===== src/rtl/rr_arb_2x1.sv =====
// Two-channel round-robin arbiter feeding a one-entry valid/ready output register.
// Optional per-channel grant counters are enabled with `define ARB_GRANT_CNT_EN.
module rr_arb_2x1 #(
    parameter int DATA_W = 8,
    parameter int CNT_W  = 16
) (
    input  logic              clk,
    input  logic              reset_n,
    input  logic              in0_valid,
    input  logic [DATA_W-1:0] in0_data,
    output logic              in0_ready,
    input  logic              in1_valid,
    input  logic [DATA_W-1:0] in1_data,
    output logic              in1_ready,
    output logic              sel,
    output logic              out_valid,
    output logic [DATA_W-1:0] out_data,
    output logic              out_src,
    input  logic              out_ready
`ifdef ARB_GRANT_CNT_EN
    ,
    output logic [CNT_W-1:0]  grant_cnt0,
    output logic [CNT_W-1:0]  grant_cnt1
`endif
);

    typedef enum logic {
        EMPTY = 1'b0,
        FULL  = 1'b1
    } state_t;

    state_t state;
    logic   last;
    logic   any_req;
    logic   accept;
    logic   grant;
    logic   transfer;

    // Nothing is accepted while reset is held, so ready never leaks out of reset.
    always_comb begin
        any_req  = in0_valid | in1_valid;
        accept   = reset_n & ((state == EMPTY) | out_ready);
        grant    = last;
        if (in0_valid && in1_valid) begin
            grant = ~last;
        end else if (in1_valid) begin
            grant = 1'b1;
        end else if (in0_valid) begin
            grant = 1'b0;
        end
        transfer  = accept & any_req;
        sel       = grant;
        in0_ready = transfer & ~grant;
        in1_ready = transfer & grant;
    end

    always_ff @(posedge clk or negedge reset_n) begin
        if (!reset_n) begin
            state     <= EMPTY;
            out_valid <= 1'b0;
            out_data  <= '0;
            out_src   <= 1'b0;
            last      <= 1'b1;
        end else if (transfer) begin
            state     <= FULL;
            out_valid <= 1'b1;
            out_data  <= grant ? in1_data : in0_data;
            out_src   <= grant;
            last      <= grant;
        end else if (state == FULL && out_ready) begin
            state     <= EMPTY;
            out_valid <= 1'b0;
        end
    end

`ifdef ARB_GRANT_CNT_EN
    // Counters wrap naturally at 2^CNT_W.
    always_ff @(posedge clk or negedge reset_n) begin
        if (!reset_n) begin
            grant_cnt0 <= '0;
            grant_cnt1 <= '0;
        end else if (transfer) begin
            if (grant) begin
                grant_cnt1 <= grant_cnt1 + 1'b1;
            end else begin
                grant_cnt0 <= grant_cnt0 + 1'b1;
            end
        end
    end
`else
    // Keeps CNT_W referenced in builds without counters.
    logic [CNT_W-1:0] unused_cnt_w;
    assign unused_cnt_w = '0;
`endif

endmodule


===== config.mk =====
export PLATFORM = sky130hd
export DESIGN_NAME = rr_arb_2x1
export DESIGN_NICKNAME = d
export VERILOG_FILES = /design/src/rtl/rr_arb_2x1.sv
export SDC_FILE = /design/constraint.sdc
export NUM_CORES = 1
export LEC_CHECK = 0
export CORE_MARGIN = 2
export CORE_UTILIZATION = 36
export DETAILED_ROUTE_END_ITERATION = 8
export PLACE_DENSITY_LB_ADDON = 0.2
export SLEW_MARGIN = 20
export SYNTH_ARGS = -nofsm -noshare
export SYNTH_HDL_FRONTEND = slang
export SYNTH_SLANG_ARGS = --single-unit

===== constraint.sdc =====
create_clock -name clk -period 1.6 [get_ports clk]
set_input_delay 0.32 -clock clk [delete_from_list [all_inputs] [get_ports clk]]
set_output_delay 0.32 -clock clk [all_outputs]
set_load 0.03 [all_outputs]

# --- Word-level counts from Yosys, hierarchy flattened ---
# Index checks and enable logic that the tools add are counted.
totals:
  reg_bits: 11
  latch_bits: 0
  ram_bits: 0
  rom_bits: 0
  in_bits: 21
  out_inout_bits: 13
  wordCells: 22
  n_memories: 0
classes:
  addsub: 0
  multipliers: 0
  div: 0
  order_cmp: 0
  n_eq_ne: 0
  shift: 0
  n_mux: 6
  bitwise: 9
  reduce_logical: 3
op_table:
  columns: ["operator", "count"]
  rows:
  - ["two-way mux 8 bit", 1]
  - ["two-way mux 1 bit", 5]
  - ["AND 1 bit", 4]
  - ["NOT 1 bit", 3]
  - ["logical AND 1 bit", 2]
  - ["bitwise OR 1 bit", 2]
  - ["nonzero test 2 bit", 1]

# --- Logic depth before layout (Yosys ltp) ---
# Gate-level depths: netlist of run 1.
depth:
  word_depth: 5
  ltp_mapped: 4
  ltp_nobuf: 3

# --- Least setup slack after synthesis of run 1 ---
# OpenSTA, ideal clock, no wires.
synth_timing:
  path_type: "register -> output"
  start: "register last"
  end: "output in0_ready"
  t_arrival_ns: 1.495
  t_required_ns: 1.280
  setup_slack_ns: -0.215
  stages_incl_launch_ff: 5
  path_buffers: 1
  cell_sequence: "dfstp_2 -> nand2b_1 -> buf_4 -> nand2_1 -> nor2_1"
synth_via:
  elab_chain_len: 5
  word_cells_on_any_way: 6
  cone_classes: "mux (3); bitwise (3)"
synth_lines:
  columns: ["item", "line", "source"]
  rows:
  - ["start, declared", "33", "logic last;"]
  - ["start signal, assigned", "69", "last <= grant;"]
  - ["two-way mux 1 bit", "48", "end else if (in0_valid) begin"]
  - ["two-way mux 1 bit", "46", "end else if (in1_valid) begin"]
  - ["two-way mux 1 bit (*)", "44", "if (in0_valid && in1_valid) begin"]
  - ["net sel", "15", "output logic sel,"]
  - ["NOT 1 bit (*)", "53", "in0_ready = transfer & ~grant;"]
  - ["AND 1 bit (*)", "53", null]
  - ["end, declared", "11", "output logic in0_ready,"]
# Mark *: on every way through the listed nets, which the timed path passes. The rest lies on a longest branch.

# --- Worst setup path in the final report of run 1 ---
layout_timing:
  start: "input reset_n"
  end: "output in1_ready"
layout_via:
  elab_chain_len: 3
layout_lines:
  columns: ["item", "line", "source"]
  rows:
  - ["start, declared", "8", "input logic reset_n,"]
  - ["AND 1 bit", "42", "accept = reset_n & ((state == EMPTY) | out_ready);"]
  - ["AND 1 bit", "51", "transfer = accept & any_req;"]
  - ["AND 1 bit", "54", "in1_ready = transfer & grant;"]
  - ["end, declared", "14", "output logic in1_ready,"]
# No other way between the ends.

==> flow_summary.ini, run 1 <==
[drt]
drt_iter0_drc = 11
viasPerCell = 5.40
wirelength_um = 1920
drc = 0
wire_per_inst_um = 14.8
ant_nets = 0
dr.pass1.iters = 4
vias = 702

[timing]
setup_tns_ns = -0.109
final-max-slew-violation-count = 0
fin_ws_ns = -0.0602
timing.fmax_mhz = 602
holdWs_ns = 0.379
finalHoldViolCount = 0
setup_viol = 2
fin_crit_sh = 1.04
rsz0062_at_grt = yes
tightest_slew_ns = 0.308
clock_skew_ns = 0.00328
layout_min_cycle_time_ns = 1.66
slew_headroom = 0.795

[critical_path]
cp_cell_sequence = clkdlybuf4s50_1 > o21a_1 > nand2_2 > a21oi_4 > buf_6
start_kind = input port
rr_endpoint = out_data[6]$_DFFE_PN0P_
crit_arrival_ns = 1.34
slowest_delay_ns = 0.49
worst_r2r_startpoint = last$_DFFE_PN1P_
worstPathRequired_ns = 1.28
r2r_cells = 6
cp_max_fo = 2
critPathCaptureType = primary output
ff2ff_setup_slack_ns = 0.17
critPathKind = in2out
worst_path_max_delay_cell = clkdlybuf4s50_1

[floorplanning]
start_util = 0.386
io-pin-count = 34
core_um2 = 1510
die_x_um = 44.2
die_h_um = 44.2
num_rows = 14
dieArea_um2 = 1950

[synthesis]
yosys_warnings = 0
ys_seq_elements = 11
syn_area_per_cell_um2 = 9.24
synth-main-ff-cell = dfrtp_1
synth-edff-count = 0
yosys.area.top_type = dfrtp_1
syn_inst = 63
syn_nets = 84
synth_seq_area_share = 0.475
syn-cell-area_um2 = 582
synth_async_sr_flop_share = 1.00
yosys-top-cells-count = dfrtp_1 (10), a21oi_1 (9), a31oi_1 (8), nand3_1 (8), o21ai_0 (8)
synth.area.top_cells = dfrtp_1 (43%), a31oi_1 (8.6%), a21oi_1 (7.7%)
ys_types = 20
synth_top_area_frac = 0.430
yosysMostFrequentCell = dfrtp_1

[placed_design]
gp_congestion = 0.752
dp_hpwl_um = 1330
io_buffers = 33
place_area_um2 = 1020

[power_and_ir_drop]
power_switching_w = 0.000640
swShare = 0.421
power_frac_comb = 0.578
leakagePower_nw = 0.500
clock_power_share = 0.128
irDropWorstVdd_v = 0.000703
p_int_w = 0.000879
power_frac_seq = 0.294
power_density_nw_per_um2 = 1370

[grt]
grt_overflow_total = 0
grt_max_degree = 12
grt_pass1_vias = 651
grt_use_total = 0.218
grt_antenna_before_repair = 0
grt_pass1_wl_um = 2970

[cts]
htree_levels = 1
clk_latency_ns = 0.28
cts_made_buffers = 3
cts.sinks = 11
holdBufCountCts = 0
cts_buffer_depth = 2
cts_tree = built
clk_pin_slew_ns = 0.07
cts_root_buffer = clkbuf_4

[layout]
final_area_um2 = 1110
fin_util = 0.736
antennaDiodeCount = 0
syn2layout_area_growth_pct = 90.5
final_nets = 136
nFillCells = 119
drive_gt1_frac = 0.307

[run_status]
status = finished, violations left
failed_checks = setup timing

[run]
drv_cap = 0

[worst_hold_path]
hold_class = in2async
how the worst max path moves through the flow:
| stage | start | to | slack [ns] | depth (start not counted) |
|---|---|---|---|---|
| floorplan | last$_DFFE_PN1P_ | in0_ready | 0.08 | 4 |
| global placement | in1_valid | in1_ready | -0.1 | 5 |
| detailed placement | in0_valid | in1_ready | -0.12 | 5 |
| CTS | last$_DFFE_PN1P_ | in1_ready | -0.06 | 4 |
| global route | reset_n | in1_ready | -0.12 | 5 |
| finish | reset_n | in1_ready | -0.06 | 5 |
power by group through the flow:
stage	clock, W	combinational, W	sequential (W)
2_1_floorplan	0	0.000314	0.000593
3_3_place_gp	0	0.000826	0.000437
3_5_place_dp	0	0.000839	0.000444
4_1_cts	0.000202	0.000856	0.000446
5_1_grt	0.000212	0.000928	0.000462
6_report	0.000195	0.000878	0.000446
placed cells by master (no fill, tap or decap), types with 2 or more instances in the layout:
cell type	Yosys	routed
dlygate4sd2_1	0	11
nand3_1	8	8
clkbuf_4	0	3
mux2_4	2	2
clkdlybuf4s50_1	0	18
a31oi_1	8	8
buf_6	1	4
a21oi_1	9	8
buf_4	1	18
nand2b_4	0	2
dfrtp_1	10	10
o21ai_0	8	8
cell families (layout without fill, tap and decap cells):
kind of cell	Yosys count	after routing	synth area share
muxes	2	2	0.0516
and+or+nand+nor	18	18	0.166
buffers and inverters	6	57	0.0623
DFF	11	11	0.475
AOI/OAI and AO/OA	26	26	0.245
state kept, by name, summed over array words and instances (netlist names):
signal    cells
out_src       1
state         1
last          1
out_data      8
critical path: cells and delay by family:
| kind | cells | cell delay (ns) |
|---|---|---|
| compound gates | 2 | 0.30 |
| buf+inv | 2 | 0.63 |
| simple gates | 1 | 0.10 |
layout make-up:
class,count,area (um2),share of cell area
Timing Repair Buffer,52,469,0.423
Multi-Input combinational cell,46,313,0.282
Sequential cell,11,277,0.249
Clock buffer,4,26.3,0.0237
Tap cell,16,20.0,0.0181
Inverter,1,3.75,0.00339
layer usage:
metal	vias to the layer above	routed length, um	share of wire	global-route usage
met4	0	55	0.029	0.139
li1	332	-	-	-
met1	333	811	0.42	0.258
met5	-	0	0	0
met2	30	915	0.48	0.344
met3	7	136	0.071	0.0653
metrics by stage:
step                worst slack (ns)  total power (W)  instances
floorplan                     0.0780         0.000907         63
global placement             -0.0968          0.00126        121
detailed placement            -0.117          0.00128        121
CTS                          -0.0587          0.00150        128
global route                  -0.121          0.00160        130
finish                       -0.0602          0.00152        130
timing repair:
| item | 4_1_cts | 5_1_grt |
|---|---|---|
| setup endpoints to repair | 13 | 3 |
| gates resized for setup | 19 | 2 |
| pin swaps | 2 | 3 |
| buffers inserted | 3 | 2 |
No activity file was read; power rests on OpenSTA's default activity.
==> run 2, diff against run 1 <==
--- a/config.mk
+++ b/config.mk
@@ -8,7 +8,10 @@
 export CORE_MARGIN = 2
 export CORE_UTILIZATION = 36
 export DETAILED_ROUTE_END_ITERATION = 8
+export GPL_ROUTABILITY_DRIVEN = 0
+export MAX_ROUTING_LAYER = met4
 export PLACE_DENSITY_LB_ADDON = 0.2
+export REMOVE_ABC_BUFFERS = 1
 export SLEW_MARGIN = 20
 export SYNTH_ARGS = -nofsm -noshare
 export SYNTH_HDL_FRONTEND = slang
==> flow_summary.ini, run 2 (synthesized netlist as in run 1, its figures left out) <==
[placed_design]
io_buffers = 33
placed_cells = 116
dp_hpwl_um = 1220

[critical_path]
start_kind = flip-flop
crit_arrival_ns = 1.27
critPathCaptureType = primary output
critPathKind = reg2out
cp_max_fo = 3
worstPathRequired_ns = 1.28

[layout]
largest-register = out_data
final_nets = 134
largest_register_ffs = 8
drive_gt1_frac = 0.313
final_cells = 128
syn2layout_area_growth_pct = 88.8
final_cell_mix = clkdlybuf4s50_1 (17), buf_4 (17), dlygate4sd2_1 (13)
antennaDiodeCount = 0

[drt]
dr.pass1.iters = 4
vias = 701
wire_per_inst_um = 15.0
viasPerCell = 5.48
drt_iter0_drc = 32
wirelength_um = 1920
drc = 0
ant_nets = 0

[cts]
holdBufCountCts = 0
clk_latency_ns = 0.27
cts_root_buffer = clkbuf_4
cts_made_buffers = 3
clk_pin_slew_ns = 0.08
cts.sinks = 11
cts_buffer_depth = 2
cts_tree = built
htree_levels = 1

[grt]
grt_overflow_total = 0
grt_pass1_wl_um = 2910
grt_max_degree = 12
grt_antenna_before_repair = 0
grt_pass1_vias = 659
grt_use_total = 0.211

[floorplanning]
num_rows = 14
die_h_um = 44.2
dieArea_um2 = 1950
io-pin-count = 34
die_x_um = 44.2
start_util = 0.386
core_um2 = 1510

[power_and_ir_drop]
irDropWorstVdd_v = 0.000954
power_density_nw_per_um2 = 1390
leakagePower_nw = 0.496

[worst_hold_path]
hold_class = in2async

[timing]
setup_tns_ns = 0
holdWs_ns = 0.150
fin_crit_sh = 0.994
clock_skew_ns = 0.00847
setup_viol = 0
rsz0062_at_grt = yes
finalHoldViolCount = 0
timing.fmax_mhz = 629
tightest_slew_ns = 0.301
layout_min_cycle_time_ns = 1.59
final-max-slew-violation-count = 0
slew_headroom = 0.800

[run_status]
status = finished clean

[run]
drv_cap = 0
[run 2: metrics by stage]
step | total power (W) | util | area, um2 | setup slack, ns
6_report | 0.00152 | 0.729 | 1100 | 0.00939
5_1_grt | 0.00160 | 0.729 | 1100 | -0.0366
4_1_cts | 0.00145 | 0.685 | 1030 | -0.000719
3_5_place_dp | 0.00122 | 0.637 | 960 | -0.127
3_3_place_gp | 0.00121 | 0.637 | 960 | -0.127
2_1_floorplan | 0.000858 | - | 549 | -0.293
[run 2: critical path, cell delays in order, from the launching register on]
cell and delay [ns]:
dfstp_2 0.55, nand2b_4 0.14, buf_4 0.12, a21oi_4 0.05
buf_6 0.13
[run 2: final timing paths]
check | start | end | slack [ns] | cells past startpoint
setup reg to reg | last$_DFFE_PN1P_ | out_data[1]$_DFFE_PN0P_ | 0.02 | 6
hold reg to reg | out_src$_DFFE_PN0P_ | out_src$_DFFE_PN0P_ | 0.52 | 1
max in group asynchronous | reset_n | last$_DFFE_PN1P_ | 1.21 | 2
hold / removal | reset_n | out_data[5]$_DFFE_PN0P_ | 0.15 | 2
min in group clk | out_src$_DFFE_PN0P_ | out_src$_DFFE_PN0P_ | 0.52 | 1
setup / recovery | last$_DFFE_PN1P_ | in1_ready | 0.009 | 4
[run 2: per-layer routing]
metal,vias up,GRT usage,share of wire
met1,319,0.259,0.37
met3,4,0.0449,0.11
met2,49,0.344,0.51
met5,-,-,0
met4,0,0.0667,0.011
li1,329,-,-
[run 2: what timing repair did]
action / in CTS / in global routing
setup buffers: 4 / 4
pin swaps: 0 / 1
resized for setup: 19 / 8
endpoints found under the setup margin: 12 / 2
[run 2: layout make-up]
cell class                      count  area [um2]
Clock inverter                      1        5.00
Multi-Input combinational cell     46         325
Clock buffer                        3        22.5
Tap cell                           16        20.0
Fill cell                         126         408
Inverter                            1        3.75
Timing Repair Buffer               50         445
Sequential cell                    11         277
[run 2: power breakdown]
part           switching [W]  internal [W]
Combinational       0.000493      0.000408
Sequential         0.0000497      0.000378
Clock               0.000100     0.0000926
Total               0.000643      0.000879
